`src/rtl/stopwatch_control_if.sv`:
```
// Button inputs and counter/display control outputs of the stopwatch control stage.
// The master side drives the raw buttons; the slave side is the control FSM.
interface stopwatch_control_if;
    logic       Btn_StartStop;
    logic       Btn_LapReset;
    logic       Enable;
    logic       Cnt_Nreset;
    logic       Hold;
    logic [2:0] State;

    modport master (
        output Btn_StartStop,
        output Btn_LapReset,
        input  Enable,
        input  Cnt_Nreset,
        input  Hold,
        input  State
    );

    modport slave (
        input  Btn_StartStop,
        input  Btn_LapReset,
        output Enable,
        output Cnt_Nreset,
        output Hold,
        output State
    );
endinterface

```
`src/rtl/stopwatch_control.sv`:
```
// Debounces the Start/Stop and Lap/Reset buttons into one-shot press events and runs
// the stopwatch FSM that drives the counter's Enable/Cnt_Nreset and the display Hold.
module stopwatch_control #(
    parameter int DEBOUNCE   = 20,
    parameter int CLR_CYCLES = 2
) (
    input  logic                NEclk,
    input  logic                Reset,
    stopwatch_control_if.slave  bus
);

    typedef enum logic [2:0] {
        IDLE  = 3'd0,
        RUN   = 3'd1,
        LAP   = 3'd2,
        PAUSE = 3'd3,
        CLEAR = 3'd4
    } state_t;

    localparam logic [7:0] DB_LAST  = 8'(DEBOUNCE - 1);
    localparam logic [3:0] CLR_LAST = 4'(CLR_CYCLES - 1);

    // Bit 0 is Start/Stop, bit 1 is Lap/Reset throughout the conditioning logic.
    logic [1:0] btn_raw;
    logic [1:0] sync1;
    logic [1:0] sync2;
    logic [1:0] stable;
    logic [1:0] press;
    logic [7:0] db_cnt [2];

    state_t     state;
    state_t     next_state;
    logic [3:0] clr_cnt;
    logic       enable_q;
    logic       hold_q;
    logic       nreset_q;
    logic       next_enable;
    logic       next_hold;
    logic       next_nreset;
    logic       ss_evt;
    logic       lr_evt;

    assign btn_raw = {bus.Btn_LapReset, bus.Btn_StartStop};
    assign ss_evt  = press[0];
    assign lr_evt  = press[1];

    // A level change is accepted only after s2 has differed from the stable level for
    // DEBOUNCE consecutive cycles; press pulses for one cycle on an accepted rise.
    always_ff @(negedge NEclk or posedge Reset) begin
        if (Reset) begin
            sync1     <= '0;
            sync2     <= '0;
            stable    <= '0;
            press     <= '0;
            db_cnt[0] <= '0;
            db_cnt[1] <= '0;
        end else begin
            sync1 <= btn_raw;
            sync2 <= sync1;
            press <= '0;
            for (int i = 0; i < 2; i++) begin
                if (sync2[i] == stable[i]) begin
                    db_cnt[i] <= '0;
                end else if (db_cnt[i] == DB_LAST) begin
                    stable[i] <= sync2[i];
                    press[i]  <= sync2[i];
                    db_cnt[i] <= '0;
                end else begin
                    db_cnt[i] <= db_cnt[i] + 8'd1;
                end
            end
        end
    end

    // Start/Stop is checked first in every state so it wins over a simultaneous Lap/Reset.
    always_comb begin
        next_state = state;
        case (state)
            IDLE:    if (ss_evt) next_state = RUN;   else if (lr_evt) next_state = CLEAR;
            RUN:     if (ss_evt) next_state = PAUSE; else if (lr_evt) next_state = LAP;
            LAP:     if (ss_evt) next_state = PAUSE; else if (lr_evt) next_state = RUN;
            PAUSE:   if (ss_evt) next_state = RUN;   else if (lr_evt) next_state = CLEAR;
            CLEAR:   if (clr_cnt == CLR_LAST) next_state = IDLE;
            default: next_state = IDLE;
        endcase
    end

    // Outputs are decoded from next_state so the registered outputs change with State.
    always_comb begin
        next_enable = 1'b0;
        next_hold   = 1'b0;
        next_nreset = 1'b1;
        case (next_state)
            RUN:     next_enable = 1'b1;
            LAP: begin
                next_enable = 1'b1;
                next_hold   = 1'b1;
            end
            CLEAR:   next_nreset = 1'b0;
            default: ;
        endcase
    end

    always_ff @(negedge NEclk or posedge Reset) begin
        if (Reset) begin
            state    <= IDLE;
            clr_cnt  <= '0;
            enable_q <= 1'b0;
            hold_q   <= 1'b0;
            nreset_q <= 1'b0;
        end else begin
            state    <= next_state;
            clr_cnt  <= (state == CLEAR) ? clr_cnt + 4'd1 : 4'd0;
            enable_q <= next_enable;
            hold_q   <= next_hold;
            nreset_q <= next_nreset;
        end
    end

    assign bus.State      = state;
    assign bus.Enable     = enable_q;
    assign bus.Hold       = hold_q;
    assign bus.Cnt_Nreset = nreset_q;

endmodule
```
`src/flat_wrapper.sv`:
```
// flat-port wrapper written by rule: the top's interface ports become plain ports
module stopwatch_control_flat 
#(
    parameter int DEBOUNCE   = 20,
    parameter int CLR_CYCLES = 2
)
  (NEclk, Reset, bus_Btn_StartStop, bus_Btn_LapReset, bus_Enable, bus_Cnt_Nreset, bus_Hold, bus_State);
  stopwatch_control_if bus_i ();
  input  logic NEclk;
  input  logic Reset;
  input wire logic [$bits(bus_i.Btn_StartStop)-1:0] bus_Btn_StartStop;
  input wire logic [$bits(bus_i.Btn_LapReset)-1:0] bus_Btn_LapReset;
  output wire logic [$bits(bus_i.Enable)-1:0] bus_Enable;
  output wire logic [$bits(bus_i.Cnt_Nreset)-1:0] bus_Cnt_Nreset;
  output wire logic [$bits(bus_i.Hold)-1:0] bus_Hold;
  output wire logic [$bits(bus_i.State)-1:0] bus_State;
  assign bus_i.Btn_StartStop = bus_Btn_StartStop;
  assign bus_i.Btn_LapReset = bus_Btn_LapReset;
  assign bus_Enable = bus_i.Enable;
  assign bus_Cnt_Nreset = bus_i.Cnt_Nreset;
  assign bus_Hold = bus_i.Hold;
  assign bus_State = bus_i.State;
  stopwatch_control #(.DEBOUNCE(DEBOUNCE), .CLR_CYCLES(CLR_CYCLES)) u_core (.NEclk(NEclk), .Reset(Reset), .bus(bus_i));
endmodule
```
`config.mk`:
```
export PLATFORM = sky130hd
export DESIGN_NAME = stopwatch_control_flat
export DESIGN_NICKNAME = d
export VERILOG_FILES = /design/src/rtl/stopwatch_control_if.sv /design/src/rtl/stopwatch_control.sv /design/src/flat_wrapper.sv
export SDC_FILE = /design/constraint.sdc
export NUM_CORES = 1
export LEC_CHECK = 0
export ABC_CLOCK_PERIOD_IN_PS = 2400
export CORE_UTILIZATION = 55
export CTS_CLUSTER_DIAMETER = 120
export DETAILED_ROUTE_END_ITERATION = 8
export PLACE_DENSITY_LB_ADDON = 0.1
export SLEW_MARGIN = 0
export SYNTH_ARGS = -nofsm -noshare
export SYNTH_HDL_FRONTEND = slang
export SYNTH_SLANG_ARGS = --single-unit
```
`constraint.sdc`:
```
create_clock -name NEclk -period 2.4 [get_ports NEclk]
set_clock_uncertainty 0.1 [all_clocks]
set_input_delay 0.36 -clock NEclk [delete_from_list [all_inputs] [get_ports NEclk]]
set_output_delay 0.36 -clock NEclk [all_outputs]
set_load 0.005 [all_outputs]
```
==> metrics.txt <==
CTS sink count=34; Critical Path Start Type=flop; failing checks=setup timing; layout cell share with drive strength beyond 1=between 15 and 20%; post-synth cell types=33; setup slack, reg-to-reg=~0.39 ns; pwr/cell area=582 nW/um2; Filler Cells Inserted=216; row count=18; first-pass GRT wire length=3900 um; Worst path max stage delay=0.41 ns; Pleak=between 0.0007 and 0.0008 uW; Max VDD drop=0.568 mV; Synth top area share=57.5%; top post-synthesis cells by area=dfrtn_1 (57%), xnor2_1 (4.1%), nor2_1 (3.6%); DP Wirelength=roughly 1800 um; Top FF cell, synth=dfrtn_1; largest net degree at the start of global routing=35; commonest cells in the netlist=dfrtn_1 (34), nor2_1 (14), a21oi_1 (8), nand3_1 (8); non-filler cells, final=183; Die Area=2900 um2; latest clock arrival within the worst-skew pair=0.33 ns; Worst setup EP type=output port; Mapped Area=approximately 1500 um2; die width=53.9 um; Final Util=67.4%; DRC=0; Storage cell area=851 um2; Cells after Synth=132; Initial Utilization=59.2%; worst-path fanout max=2; post-route setup slack=-0.112 ns; fin nets=160; slew margin rel.=61.4%; number of buffers and inverters on the critical path=1; CTS buffer count=5; HP Class=flop to flop; RePlAce Congestion=0.804; initial antenna violation count=0; CP max-delay cell=dfrtn_1; WL/cell=13.1 um; vias in the first global route=902; data required time of the critical path=1.94 ns; final wirelength=about 2400 um; crit path cell chain=buf_2; number of synthesized flops with an enable pin=0; CTS tree=yes; Syn-to-layout area delta=13.8%; Synth Net Count=140; initial DRC count=17; via count=about 1000; Post-Place Cells=175; critical path class=flop to output port; diodes inserted=0; unrepaired setup endpoints after global routing=true; Final setup viols=6; gr usage total=19.9%; Final ANT Viol Nets=0; DP Worst Slack=-0.160 ns; Max Slew Vio Count=0; Crit path max-delay family=flip-flops; #FFs+latches synth=34; main combinational cell family by area after synthesis=simple AND/OR/NAND/NOR gates; TNS Setup=-0.550 ns; gr ovfl total=0; Tot Pwr=just under 1000 uW; status=finished, violations left; area of the core=~2500 um2; crit path DAT=2.05 ns; Syn Area/Cell=11.2 um2; Via-to-Cell Ratio=5.61; Synth Area in Adders=between 3 and 4%; largest area contributor in the netlist=dfrtn_1; Synth Area in Compound Gates=9.81%; root buf cell=clkbuf_4; Worst-Margin Slew=0.571 ns; most common cell in the netlist=dfrtn_1; area of the multi-input gates=603 um2; max-cap violation count=0; post-synthesis async set-or-reset flop share=100%; simple-gate share of the synthesized area=18.7%; XOR/XNOR share of the synthesized area=7.10%; IO Count=10; synth warn=0; Final Hold Fails=0; number of port buffers=9; Worst-path clk slew=approximately 0.07 ns; H-tree Lvls=2; CTS Buffer Depth=2; post-synthesis sequential area ratio=57.5%; TritonRoute pass-1 iters=4; die height=53.9 um; multiplexer share of the synthesized area=roughly 1.8%
[logic make-up (layout without fill, tap and decap cells)]
logic type | after synthesis | count (layout)
simple gates | 50 | 50
flops | 34 | 34
compound gates | 23 | 23
xor+xnor | 12 | 12
buf+inv | 7 | 28
fa+ha+maj | 4 | 4
mux | 2 | 2
[cell type report]
class,instances,area share [%]
clock buffer,6,3.05
clock inverter,2,0.743
inverter,7,1.56
multi-input combinational,91,35.8
sequential,34,50.5
tap,30,2.23
timing repair buffer,13,6.09
[placed cells by master, fill, tap and decap left out, types with 2 or more instances in the layout]
cell,Yosys,final
a21oi_1,8,8
xnor2_1,7,7
or3_1,5,5
clkbuf_4,0,5
clkdlybuf4s50_1,0,3
nand2b_1,4,4
and3_1,3,3
nor2_1,14,14
inv_1,7,7
nand2_1,4,4
buf_2,0,6
and2_1,2,2
nand3_1,8,8
nor3b_1,2,2
dfrtn_1,34,34
buf_4,0,3
ha_1,4,4
o21ai_0,6,6
nand4_1,2,2
xor2_1,5,5
[power breakdown]
part / internal (uW) / leakage, uW / total, uW / switching (uW)
combinational: 19.6 / 0.000270 / 43.7 / 24.1
sequential: 588 / 0.000456 / 600 / 11.7
clock: 141 / 0.0000343 / 337 / 196
total: 748 / 0.000760 / 980 / 232
[registers in the layout, indices dropped and copies added (netlist names)]
register	flops
u_core.bus.Cnt_Nreset	1
u_core.stable	2
u_core.press	2
u_core.sync2	2
u_core.sync1	2
u_core.bus.Hold	1
u_core.bus.Enable	1
u_core.bus.State	3
u_core.db_cnt	16
u_core.clr_cnt	4
[per-layer routing]
metal  vias to the layer above  wire length [um]  global-route usage (%)
met2                        21              1110                    29.4
met4                         0                37                    13.2
met1                       491              1150                    25.1
met3                         6               101                    5.93
met5                         -                 0                       0
li1                        508                 -                       -
[repair_timing]
item,4_1_cts,5_1_grt
setup buffers,0,0
pin swaps,0,0
resized for setup,24,0
hold buffers,0,0
setup endpoints to repair,6,6
[final timing paths]
kind                            depth (start not counted)                           end                          start
worst max-delay path                                    1                  bus_State[0]  u_core.bus.State[0]$_DFF_NP0_
worst min-delay path                                    0     u_core.sync2[0]$_DFF_NP0_      u_core.sync1[0]$_DFF_NP0_
worst max register to register                          4  u_core.stable[1]$_DFFE_NP0P_     u_core.db_cnt[0]$_DFF_NP0_
worst min register to register                          0     u_core.sync2[0]$_DFF_NP0_      u_core.sync1[0]$_DFF_NP0_
max in group asynchronous                               3    u_core.db_cnt[8]$_DFF_NP0_                          Reset
min in group asynchronous                               3   u_core.clr_cnt[1]$_DFF_NP0_                          Reset
[stage by stage]
step / area, um2 / hold slack, ns
after floorplan: 1480 / 0.192
after global placement: 1650 / 0.198
after detailed placement: 1650 / 0.196
after CTS: 1680 / 0.197
after global routing: 1680 / 0.198
final: 1680 / 0.195
[worst register-to-register path, cell delays in order (launching register included)]
cell     delay, ns
dfrtn_1       0.50
ha_1          0.24
nor4b_1       0.50
nand3_1       0.21
mux2_2        0.31
Note: power is estimated with default switching activity, not from simulation.
